**src/rtl/detect_arbiter.sv**
```systemverilog
// Round-robin arbiter sharing one bit-serial run detector among NUM_REQ frame producers.
// The granted frame is shifted LSB-first; runs of RUN_LEN ones are counted non-overlapping.
module detect_arbiter #(
  parameter int NUM_REQ   = 4,
  parameter int FRAME_LEN = 16,
  parameter int RUN_LEN   = 4,
  parameter int IDW       = $clog2(NUM_REQ),
  parameter int PW        = $clog2(FRAME_LEN),
  parameter int CW        = $clog2(FRAME_LEN + 1)
) (
  input  logic                           clk,
  input  logic                           rst,
  input  logic [NUM_REQ-1:0]             req,
  input  logic [NUM_REQ*FRAME_LEN-1:0]   frame,
  output logic [NUM_REQ-1:0]             grant,
  output logic                           busy,
  output logic                           done,
  output logic [IDW-1:0]                 done_id,
  output logic                           hit,
  output logic [CW-1:0]                  hit_count,
  output logic [PW-1:0]                  hit_pos
);

  localparam int          RW = $clog2(RUN_LEN);
  localparam int unsigned NR = NUM_REQ;

  typedef enum logic [1:0] {IDLE, LOAD, SHIFT, REPORT} state_t;

  state_t                 state;
  logic [IDW-1:0]         last_grant;
  logic [IDW-1:0]         sel;
  logic [FRAME_LEN-1:0]   shreg;
  logic [RW-1:0]          run;
  logic [PW-1:0]          idx;
  logic [CW-1:0]          cnt;
  logic                   found;
  logic [PW-1:0]          pos;

  logic                   pick_valid;
  logic [IDW-1:0]         pick;
  int unsigned            cand;

  logic [RW-1:0]          run_n;
  logic [CW-1:0]          cnt_n;
  logic                   found_n;
  logic [PW-1:0]          pos_n;

  // Search upward from the requester after last_grant, wrapping around.
  always_comb begin
    pick_valid = 1'b0;
    pick       = '0;
    cand       = 0;
    for (int unsigned i = 1; i <= NR; i++) begin
      cand = (32'(last_grant) + i) % NR;
      if (!pick_valid && req[cand]) begin
        pick_valid = 1'b1;
        pick       = IDW'(cand);
      end
    end
  end

  always_comb begin
    run_n   = run;
    cnt_n   = cnt;
    found_n = found;
    pos_n   = pos;
    if (!shreg[0]) begin
      run_n = '0;
    end else if (run == RW'(RUN_LEN - 1)) begin
      run_n = '0;
      cnt_n = cnt + CW'(1);
      if (!found) begin
        found_n = 1'b1;
        pos_n   = idx;
      end
    end else begin
      run_n = run + RW'(1);
    end
  end

  always_ff @(posedge clk or posedge rst) begin
    if (rst) begin
      state      <= IDLE;
      last_grant <= IDW'(NUM_REQ - 1);
      sel        <= '0;
      shreg      <= '0;
      run        <= '0;
      idx        <= '0;
      cnt        <= '0;
      found      <= 1'b0;
      pos        <= '0;
      grant      <= '0;
      busy       <= 1'b0;
      done       <= 1'b0;
      done_id    <= '0;
      hit        <= 1'b0;
      hit_count  <= '0;
      hit_pos    <= '0;
    end else begin
      case (state)
        IDLE: begin
          if (pick_valid) begin
            sel   <= pick;
            grant <= NUM_REQ'(1) << pick;
            busy  <= 1'b1;
            state <= LOAD;
          end
        end
        LOAD: begin
          shreg      <= frame[sel*FRAME_LEN +: FRAME_LEN];
          run        <= '0;
          idx        <= '0;
          cnt        <= '0;
          found      <= 1'b0;
          pos        <= '0;
          last_grant <= sel;
          state      <= SHIFT;
        end
        SHIFT: begin
          shreg <= shreg >> 1;
          idx   <= idx + PW'(1);
          run   <= run_n;
          cnt   <= cnt_n;
          found <= found_n;
          pos   <= pos_n;
          // Results include the final bit, so they are registered on the way into REPORT.
          if (idx == PW'(FRAME_LEN - 1)) begin
            done      <= 1'b1;
            done_id   <= sel;
            hit       <= found_n;
            hit_count <= cnt_n;
            hit_pos   <= pos_n;
            state     <= REPORT;
          end
        end
        REPORT: begin
          done  <= 1'b0;
          grant <= '0;
          busy  <= 1'b0;
          state <= IDLE;
        end
        default: state <= IDLE;
      endcase
    end
  end

endmodule

```
**config.mk**
```make
export PLATFORM = sky130hd
export DESIGN_NAME = detect_arbiter
export DESIGN_NICKNAME = d
export VERILOG_FILES = /design/src/rtl/detect_arbiter.sv
export SDC_FILE = /design/constraint.sdc
export NUM_CORES = 1
export LEC_CHECK = 0
export CAP_MARGIN = 20
export CORE_AREA = 8 8 90 92
export DETAILED_ROUTE_END_ITERATION = 8
export DIE_AREA = 0 0 98 100
export GPL_ROUTABILITY_DRIVEN = 0
export HOLD_SLACK_MARGIN = 0.12
export PLACE_DENSITY = 0.87
export SYNTH_ARGS = -nofsm -noshare
export SYNTH_HDL_FRONTEND = slang
export SYNTH_SLANG_ARGS = --single-unit
export TNS_END_PERCENT = 20
```
**constraint.sdc**
```tcl
create_clock -name clk -period 2.2 [get_ports clk]
set_input_delay 0.44 -clock clk [delete_from_list [all_inputs] [get_ports clk]]
set_output_delay 0.44 -clock clk [all_outputs]
set_load 0.01 [all_outputs]
```
== Yosys cells after proc, flatten, opt, wreduce, memory -nomap -nowiden ==
Index checks and enable logic that the tools add are counted.
Operators by class
  eq/ne operators: 7
  $add $sub $neg: 7
  order comparisons: 4
  reductions and logical operators: 15
  shifts and indexed selects: 2
  muxes and demuxes: 40
Operator list (number)
  64-bit by 7-bit variable part select with 16-bit output: 1
  16-bit case mux with 2 select lines: 1
  4-bit case mux with 2 select lines: 3
  2-bit two-way mux: 8
  4-bit two-way mux: 4
  2-bit by 3-bit less-than comparator with 1-bit output (second input constant): 4
  1-bit two-way mux: 12
  5-bit two-way mux: 2
  5-bit case mux with 2 select lines: 1
  2-bit AND reduction: 5
  1-bit binary-select mux with 2-bit select: 4
  2-bit case mux with 4 select lines: 1
  2-bit by 1-bit adder with 2-bit output (second input constant): 3
  2-bit == test (second input constant): 3
  1-bit case mux with 2 select lines: 3
  2-bit nonzero test: 3
  5-bit by 1-bit adder with 5-bit output (second input constant): 1
  2-bit adder (second input constant): 2
  4-bit by 1-bit adder with 4-bit output (second input constant): 1
  4-bit == test (second input constant): 1
  2-bit inequality test (second input constant): 2
  2-bit case mux with 2 select lines: 1
  1-bit by 2-bit left shift with 4-bit output (first input constant): 1
  1-bit logical AND: 3
  other kinds (3): 5
Word-level totals
  logic and storage cells: 91
  output and inout bits: 18
  input bits: 70
  register bits: 56

== Longest topological paths before layout ==
  depth in word-level cells: 16
  depth in mapped cells: 8
  gate-level depth less buffers: 6

== Least setup slack after synthesis ==
No wires, ideal clock.
  path type: register to register
  start point: register state[0]
  end point: register cnt[0]
  setup slack: 0.580 ns
  clock period less this slack: 1.620 ns
  cell stages (with the launch flop): 7
  arrival time: 1.496 ns
  cells stage by stage: dfrtp_1 inv_1 ha_1 buf_2 clkbuf_1 o21ai_0 mux2_2
Between the ends
  longest elaborated chain between the ends: 2
Ends and longest elaborated chain
  start, declared: line 29  | state_t state;
  start signal, assigned: line 83  | state <= IDLE;
  start signal, assigned: line 106  | state <= LOAD;
  start signal, assigned: line 117  | state <= SHIFT;
  2-bit == test or 2-bit by 1-bit == test with 1-bit output (tied branches): line 100  | case (state)
  5-bit case mux with 2 select lines or 2-bit nonzero test (tied branches)
  end signal, assigned: line 123  | cnt <= cnt_n;
  end, declared: line 35  | logic [CW-1:0] cnt;
Several ways; a longest one is shown, not always the timed one.
A chain may end at the register's enable or synchronous reset.

== Worst setup path in the final report ==
  start point: register state[0]
  end point: register pos[3]
Between the ends
  longest elaborated chain between the ends: 2
Ends and longest elaborated chain
  2-bit == test or 2-bit by 1-bit == test with 1-bit output (tied branches): line 100
  4-bit case mux with 2 select lines or 2-bit nonzero test (tied branches)
  end signal, assigned: line 125  | pos <= pos_n;
  end, declared: line 37  | logic [PW-1:0] pos;
Several ways; a longest one is shown, not always the timed one.

==> impl_results.md <==
* Dominant cell type by area after synthesis: dfrtp_1
* Worst-Margin Slew at 718 ps
* CP Class: register to register
* Crit end category: register
* Clock root cell: clkbuf_8
* Sequential cell area fraction in the yosys report at 0.459
* Prevailing post-synth register cell: dfrtp_1
* CP Max Fanout at 12
* Post-cts resize count at 0
* Post-Route WL at 7080 microns
* I/O Pins at 88
* Port bufs at 87
* Netlist cell types at 44
* WP data arrival at 2200 ps
* Initial antenna violation count at 0
* Total GRT Usage at 0.151
* Max Cap Viol at 0
* DRT iter0 DRCs at 119
* Die height at 100 microns
* Asr flop ratio synth at 1.00
* Num CTS Buffers at 5
* FF+latch count, synth at 56
* Fin. max-slew vios at 0
* Final setup violation count at 0
* Final core utilization at 0.615
* Core area at 6640 sq um
* Crit path launch type: register
* Final Cycle Share at 0.892
* RSZ-0062 raised after global routing: false
* EDFF count, synth at 0
* Highest clock rate at 0.510 GHz
* DRC errors left at 0
* H-tree Lvls at 2
* Final Instance Area at 4080 sq um
* CTS tree: yes
* Layout cells sized above 1 at 0.119
* YS warnings at 0
* Layout Nets at 456
* Floorplan row count at 30
* Synth top area share at 0.441
* Peak supply drop at 0.000525 V
* Top cells by area, synth: dfrtp_1 44%, mux4_2 9.6%, nand2_1 6.5%
* PwrDens at 1020 nW/um^2
* Initial core utilization at 0.461
* Hpwl dp at 5650 microns
* Synthesized instance count at 294
* Synthesized area at 3060 sq um
* Hold buffers post-CTS at 0
* Clock Path Buffers at 2
* Fillers at 529
* P_leak at 1.72 nW
* Post-route ant nets at 0
* Antenna cells at 0
* Min Hold Slack at 443 ps
* Layout area overhead at 33.3%
* First-pass GRT wire length at 12300 microns
* Max-slew headroom at 0.521
* Setup tns final at 0 ps
* Clock Latency Late Sink at 310 ps
* Slowest CP cell: dfrtp_1
* Syn_nets at 372
* Via count at 2546
* Grt ovf at 0
* Number of global-route vias before repair at 2683
* WL per Instance at 15.4 microns
* Post-CTS Setup Bufs at 0
* Min Tclk post-route at 1960 ps
* Final Skew at 14.0 ps
* Die area at 9800 sq um
* Final Power at 4.18 mW
* First-pass DRT Iterations at 4
* Critical Path RT at 2440 ps
* Status: finished, final reports clean
* Area after DPL at 4000 sq um
* Cells along the critical path: inv_1 -> ha_1 -> nand2_1 -> nor3_1 -> a22o_1
* Final hold viol count at 0
* Worst hold path class: primary input to async pin
* Maximum number of pins on one net before global-route repair at 37
* Die X at 98 microns
* Clock Sinks at 56
* Syn_area_per_cell at 10.4 sq um
* Reg clk slew, reported paths at 100 ps
* Max incr delay on CP at 440 ps
* Avg Vias per Cell at 5.55
## cell families after synthesis
logic type               after synthesis  share of synthesized area
AO/OA/AOI/OAI                         64                      0.125
XOR/XNOR                               4                     0.0114
adder cells (fa/ha/maj)                8                     0.0327
buffers and inverters                 29                     0.0503
flip-flops                            56                      0.459
multiplexers                          28                      0.164
AND/OR/NAND/NOR                      105                      0.158
## cells in the final DEF, fill, tap and decap left out, drive strengths merged, types with 3 or more instances in the layout
master	n
a22o	5
nor2	21
xnor2	3
nor3	4
a21oi	7
nand4	5
nor2b	3
mux4	16
nand2	53
inv	11
o21ai	30
mux2i	6
ha	8
a31oi	15
dfrtp	54
mux2	6
clkdlybuf4s50	87
nand3	6
buf	9
clkbuf	6
## path summary, 6_finish.rpt
kind                            start    endpoint  slack (ps)  depth (start not counted)
min in group clk           hit_pos[2]  hit_pos[2]         480                          2
min reg2reg                hit_pos[2]  hit_pos[2]         480                          2
max reg2reg                  state[0]      pos[3]         240                          5
max in group asynchronous         rst  hit_pos[1]        1280                          3
max                          state[0]      pos[3]         240                          5
min                               rst      idx[0]         440                          2
## worst max-delay path, delay by kind of cell, from the launching register on
family / cells / cell delay (ps)
and+or+nand+nor: 2 / 690
AOI/OAI and AO/OA: 1 / 220
DFF: 1 / 440
adders and majority gates: 1 / 410
buffers and inverters: 1 / 120
## registers in the layout, summed over array words and instances (netlist names), 2 cells and up
signal and cells:
cnt 5, done_id 2, grant 4, hit_count 5, hit_pos 4, idx 4
last_grant 2, pos 4, run 2, sel 2, shreg 16, state 2
## per-layer routing
layer  global-route usage  routed length, microns
met2                0.245                    3400
met1                0.182                    3000
met4               0.0396                      72
met5                    0                       0
met3               0.0623                     609
## stage by stage
stage | setup slack, ps | std cells
floorplan | 392 | 294
global placement | 201 | 451
finish | 239 | 459
global route | 124 | 459
detailed placement | 126 | 451
CTS | 258 | 459
## cells in the mapped netlist, drive strengths merged (2+ instances only)
master,count
nor2b,3
nand3,6
nor3,4
a21o,2
a21oi,7
o21ai,30
or3,2
dfrtp,54
buf,10
clkbuf,9
mux4,16
xnor2,3
nor2,21
inv,10
ha,8
a31oi,15
a22o,5
nand2b,2
mux2,6
and3b,2
mux2i,6
nand2,53
dfstp,2
and2,2
nand4,5
## power breakdown
part	internal (mW)	switching, mW
combinational	0.985	1.07
clock	0.228	0.326
sequential	1.32	0.247
total	2.54	1.64
## cell type report
| class | instances | area [sq um] | share of cell area |
|---|---|---|---|
| flip-flops and latches | 56 | 1400 | 0.344 |
| clock inverters | 2 | 13.8 | 0.00337 |
| well taps | 80 | 100 | 0.0245 |
| multi-input cells | 209 | 1500 | 0.368 |
| repair buffers | 96 | 951 | 0.233 |
| clock buffers | 6 | 72.6 | 0.0178 |
| inverters | 10 | 37.5 | 0.00919 |
(Power assumes the default switching activity.)
